===== config.mk =====
export PLATFORM = sky130hd
export DESIGN_NAME = hazard_stall_ctrl
export DESIGN_NICKNAME = d
export VERILOG_FILES = /design/src/rtl/hazard_pkg.sv /design/src/rtl/hazard_loaduse_cmp.sv /design/src/rtl/hazard_stall_ctrl.sv
export SDC_FILE = /design/constraint.sdc
export NUM_CORES = 1
export LEC_CHECK = 0
export ABC_AREA = 1
export CAP_MARGIN = 20
export CORE_MARGIN = 5
export CORE_UTILIZATION = 46
export CTS_CLUSTER_SIZE = 28
export DETAILED_ROUTE_END_ITERATION = 8
export PLACE_DENSITY_LB_ADDON = 0.3
export SETUP_SLACK_MARGIN = 0.05
export SYNTH_ARGS = -nofsm -noshare
export SYNTH_HDL_FRONTEND = slang
export SYNTH_SLANG_ARGS = --single-unit

===== constraint.sdc =====
create_clock -name clk -period 3.55 [get_ports clk]
set_clock_uncertainty 0.05 [all_clocks]
set_input_delay 0.71 -clock clk [delete_from_list [all_inputs] [get_ports clk]]
set_output_delay 0.71 -clock clk [all_outputs]
set_load 0.01 [all_outputs]

===== src/rtl/hazard_pkg.sv =====
// Shared types and constants for the ID-stage hazard/stall controller.
package hazard_pkg;

  typedef enum logic [1:0] {
    RUN      = 2'd0,
    FLUSH    = 2'd1,
    MEM_WAIT = 2'd2
  } hz_state_t;

  localparam logic [4:0] REG_ZERO   = 5'd0;
  localparam int         WAIT_CNT_W = 8;

endpackage


===== src/rtl/hazard_loaduse_cmp.sv =====
// Combinational load-use detector: a load in EX whose destination feeds a source of the ID instruction.
module hazard_loaduse_cmp
  import hazard_pkg::*;
(
  input  logic       idex_mem_read,
  input  logic [4:0] idex_rt,
  input  logic [4:0] ifid_rs,
  input  logic [4:0] ifid_rt,
  input  logic       ifid_uses_rt,
  output logic       lu
);

  // $zero is never a real dependency, so a load targeting r0 cannot cause a stall.
  assign lu = idex_mem_read && (idex_rt != REG_ZERO) &&
              ((idex_rt == ifid_rs) || (ifid_uses_rt && (idex_rt == ifid_rt)));

endmodule


===== src/rtl/hazard_stall_ctrl.sv =====
// Stall/flush controller between IF/ID and ID/EX: load-use stalls, branch/jump flushes, data-memory waits.
// Optional HAZARD_PERF_CNT_EN adds stall_cycles / flush_events performance counters.
module hazard_stall_ctrl
  import hazard_pkg::*;
#(
  parameter int FLUSH_CYCLES = 1,
  parameter int MAX_MEM_WAIT = 8
) (
  input  logic        clk,
  input  logic        rst,
  input  logic [4:0]  ifid_rs,
  input  logic [4:0]  ifid_rt,
  input  logic        ifid_uses_rt,
  input  logic        idex_mem_read,
  input  logic [4:0]  idex_rt,
  input  logic        branch_taken,
  input  logic        jump_id,
  input  logic        dmem_req,
  input  logic        dmem_ready,
  output logic        pc_write,
  output logic        ifid_write,
  output logic        ifid_flush,
  output logic        idex_bubble,
  output logic        pipe_hold,
  output logic        mem_timeout,
  output logic [1:0]  state_o
`ifdef HAZARD_PERF_CNT_EN
  ,
  output logic [31:0] stall_cycles,
  output logic [31:0] flush_events
`endif
);

  localparam logic [2:0]            FLUSH_INIT = 3'(FLUSH_CYCLES - 1);
  localparam logic [WAIT_CNT_W-1:0] WAIT_MAX   = WAIT_CNT_W'(MAX_MEM_WAIT);
  localparam logic [WAIT_CNT_W-1:0] WAIT_SAT   = '1;

  hz_state_t             state, state_next;
  logic [WAIT_CNT_W-1:0] wait_cnt, wait_cnt_next;
  logic [2:0]            flush_cnt, flush_cnt_next;
  logic                  timeout_q;
  logic                  lu;
  logic                  mem_pending;
  logic                  eval_run;
  logic                  flush_event;

  hazard_loaduse_cmp u_lu_cmp (
    .idex_mem_read (idex_mem_read),
    .idex_rt       (idex_rt),
    .ifid_rs       (ifid_rs),
    .ifid_rt       (ifid_rt),
    .ifid_uses_rt  (ifid_uses_rt),
    .lu            (lu)
  );

  assign mem_pending = dmem_req && !dmem_ready;
  assign mem_timeout = timeout_q;
  assign state_o     = state;

  // MEM_WAIT releasing on dmem_ready behaves exactly like RUN for that cycle, hence the shared eval_run path.
  always_comb begin
    pc_write       = 1'b1;
    ifid_write     = 1'b1;
    ifid_flush     = 1'b0;
    idex_bubble    = 1'b0;
    pipe_hold      = 1'b0;
    flush_event    = 1'b0;
    eval_run       = 1'b0;
    state_next     = state;
    wait_cnt_next  = wait_cnt;
    flush_cnt_next = flush_cnt;

    case (state)
      RUN: eval_run = 1'b1;
      FLUSH: begin
        if (mem_pending) begin
          pc_write       = 1'b0;
          ifid_write     = 1'b0;
          pipe_hold      = 1'b1;
          state_next     = MEM_WAIT;
          wait_cnt_next  = WAIT_CNT_W'(1);
          flush_cnt_next = 3'd0;
        end else begin
          ifid_flush = 1'b1;
          if (flush_cnt <= 3'd1) begin
            state_next     = RUN;
            flush_cnt_next = 3'd0;
          end else begin
            flush_cnt_next = flush_cnt - 3'd1;
          end
        end
      end
      MEM_WAIT: begin
        if (!dmem_ready) begin
          pc_write   = 1'b0;
          ifid_write = 1'b0;
          pipe_hold  = 1'b1;
          if (wait_cnt != WAIT_SAT) wait_cnt_next = wait_cnt + WAIT_CNT_W'(1);
        end else begin
          eval_run = 1'b1;
        end
      end
      default: state_next = RUN;
    endcase

    if (eval_run) begin
      state_next     = RUN;
      wait_cnt_next  = '0;
      flush_cnt_next = 3'd0;
      if (mem_pending) begin
        pc_write      = 1'b0;
        ifid_write    = 1'b0;
        pipe_hold     = 1'b1;
        state_next    = MEM_WAIT;
        wait_cnt_next = WAIT_CNT_W'(1);
      end else if (branch_taken) begin
        ifid_flush  = 1'b1;
        idex_bubble = 1'b1;
        flush_event = 1'b1;
        if (FLUSH_CYCLES > 1) begin
          state_next     = FLUSH;
          flush_cnt_next = FLUSH_INIT;
        end
      end else if (lu) begin
        pc_write    = 1'b0;
        ifid_write  = 1'b0;
        idex_bubble = 1'b1;
      end else if (jump_id) begin
        ifid_flush  = 1'b1;
        flush_event = 1'b1;
      end
    end

    if (rst) begin
      pc_write    = 1'b1;
      ifid_write  = 1'b1;
      ifid_flush  = 1'b0;
      idex_bubble = 1'b0;
      pipe_hold   = 1'b0;
      flush_event = 1'b0;
    end
  end

  // Timeout latches on the edge where the wait count reaches the limit, so it is visible while wait_cnt==MAX.
  always_ff @(posedge clk) begin
    if (rst) begin
      state     <= RUN;
      wait_cnt  <= '0;
      flush_cnt <= 3'd0;
      timeout_q <= 1'b0;
    end else begin
      state     <= state_next;
      wait_cnt  <= wait_cnt_next;
      flush_cnt <= flush_cnt_next;
      if (wait_cnt_next == WAIT_MAX) timeout_q <= 1'b1;
    end
  end

`ifdef HAZARD_PERF_CNT_EN
  always_ff @(posedge clk) begin
    if (rst) begin
      stall_cycles <= 32'd0;
      flush_events <= 32'd0;
    end else begin
      if (!pc_write)   stall_cycles <= stall_cycles + 32'd1;
      if (flush_event) flush_events <= flush_events + 32'd1;
    end
  end
`endif

endmodule


==> flow_summary.toml <==
[floorplan]
num_rows = 15
die_area_sq_um = 2710
core_sq_um = 1710
ios = 31
die_h_microns = 52.1
start_util_pct = 47.7
die_w_microns = 52.1

[synthesis]
synth_top_area_share_pct = 24.6
synth-main-ff-cell = "dfxtp_1"
syn-num-nets = 158
ys_warn_count = 0
netlist_instances = 134
synth_common_cells = "nand2_1 (30), nor2_1 (25), inv_1 (21), nand3_1 (15), dfxtp_1 (10)"
async_flop_share_pct = 0
ys_ff_latch = 10
synth_area_sq_um = 815
synth_area_per_cell_sq_um = 6.08
synth.area.top_cells = "dfxtp_1 (25%), nand2_1 (14%), nor2_1 (12%)"
yosysSeqAreaShare_pct = 24.6
synth.most_common_cell = "nand2_1"
ys_types = 27
yosysTopAreaCell = "dfxtp_1"
synth-edff-count = 0

[timing]
setup_viol = 0
min_period_ns = 3.33
fin_crit_sh_pct = 93.8
setup_tns_ns = 0
layout_setup_ws_ns = 0.220
hold_violations = 0
rsz0062_at_grt = "false"
slew_violations = 0
max_freq_ghz = 0.300

[global_route]
grt_pass1_wl_microns = 3420
grt_pass1_vias = 906
grt.overflow.total = 0
grt_use_total_pct = 16.1
antenna_found_initial = 0
grt_max_degree = 12

[clocking]
cts_tree = "done"
clockBufferDepth = 2
cts-root-buf = "clkbuf_4"
htree_levels = 1
cts.reportedPaths.clkPinSlew_ns = 0.06
cts-buffers-inserted = 3
cts_sinks = 10
postCtsSetupBuffers = 0
hold_buffers = 0
cts_resized = 0
clkLatencyLatePin_ns = 0.26

[placed_design]
placement.io_buffers = 29
pre_cts_ws_ns = 0.225
gp_congestion = 0.805
dp_hpwl_microns = 1610
numPlacedInstances = 186

[detailed_routing]
vias_per_cell = 4.73
drt_iter0_markers = 34
drt_first_pass_iters = 4
routed_wl_microns = 1910
wl_per_cell_microns = 10.0
drc = 0
ant_nets = 0
num_vias = 899

[cells_and_area]
layoutNonFillerInstCount = 190
fin_nets = 190
fillers = 149
synthToLayoutAreaGrowth_pct = 42.5
n_antenna_cell = 0
drive_gt1_share_pct = 8.48

[setup_path]
path_class = "input pin to output port"
worstPathMaxFanout = 4
crit_arrival_ns = 2.57
worstPathRequired_ns = 2.79
crit_path_end_kind = "output port"
r2r_setup_slack_ns = 1.97
cp-start-kind = "input pin"

[outcome]
outcome = "completed"

[pwr]
peakVddDrop_v = 0.000175
p_per_area_nw_per_um2 = 242
leakage_nw = 0.543

[hold_path]
hp-class = "flip-flop to flip-flop"

[run]
drv_cap = 0
state kept, by name, summed over array words and instances (netlist names):
name         flops
mem_timeout      1
state_o          1
wait_cnt         8
critical path, stage by stage:
cell and delay (ns):
clkdlybuf4s50_1 0.46, or2_2 0.31, a21oi_1 0.15, nand3_1 0.08, nand2_1 0.08, nand3_1 0.09, a21oi_1 0.15, inv_1 0.07
clkdlybuf4s50_1 0.48
kinds of logic after synthesis:
kind of cell    count (synthesis)  synth area share, %
compound gates                 12                 9.22
xor+xnor                        6                 6.45
fa+ha+maj                       1                 1.54
buf+inv                        24                 12.0
flops                          10                 24.6
other cells                     1                0.460
simple gates                   80                 45.8
power breakdown:
group	switching [mW]	internal, mW	leakage [nW]
Clock	0.0376	0.0621	0.0210
Sequential	0.00110	0.113	0.0809
Combinational	0.0279	0.0390	0.441
Total	0.0666	0.215	0.543
layout by cell type, fill, tap and decap left out, drive strengths merged, types with 2 or more instances in the layout:
cell / instances
nand2: 32
o21a: 2
a21oi: 5
o21ai: 4
nor2: 28
nand3: 16
dfxtp: 10
inv: 21
clkbuf: 4
xor2: 5
clkdlybuf4s50: 29
final cells by class:
class / instances / area [sq um] / share of cell area (%)
Multi-Input combinational cell: 100 / 517 / 44.5
Timing Repair Buffer: 30 / 298 / 25.6
Sequential cell: 10 / 200 / 17.2
Inverter: 21 / 78.8 / 6.79
Clock buffer: 4 / 36.3 / 3.13
Tap cell: 25 / 31.3 / 2.69
final timing paths:
check / startpoint / endpoint / depth (start not counted)
max reg2reg: wait_cnt[0] / mem_timeout / 9
min reg2reg: mem_timeout / mem_timeout / 2
max: idex_rt[1] / pc_write / 9
min: mem_timeout / mem_timeout / 2
per-stage QoR:
step | hold WS, ns | area [sq um] | util, % | power (mW)
global route | 0.454 | 1160 | 68.0 | 0.296
global placement | 0.397 | 1120 | 65.9 | 0.182
detailed placement | 0.407 | 1120 | 65.9 | 0.184
floorplan | 0.434 | 815 | - | 0.145
finish | 0.409 | 1160 | 68.0 | 0.281
CTS | 0.414 | 1160 | 68.0 | 0.284
metal layers:
layer  wire (microns)  share of wire (%)  vias to the layer above  track usage [%]
li1                 -                  -                      475                -
met1              795                 42                      387             17.9
met2              928                 49                       37             30.1
met3              184                9.6                        0             4.01
met4                0                  0                        0             3.93
met5                0                  0                        -                0
Power figures use the tool's default switching activity.
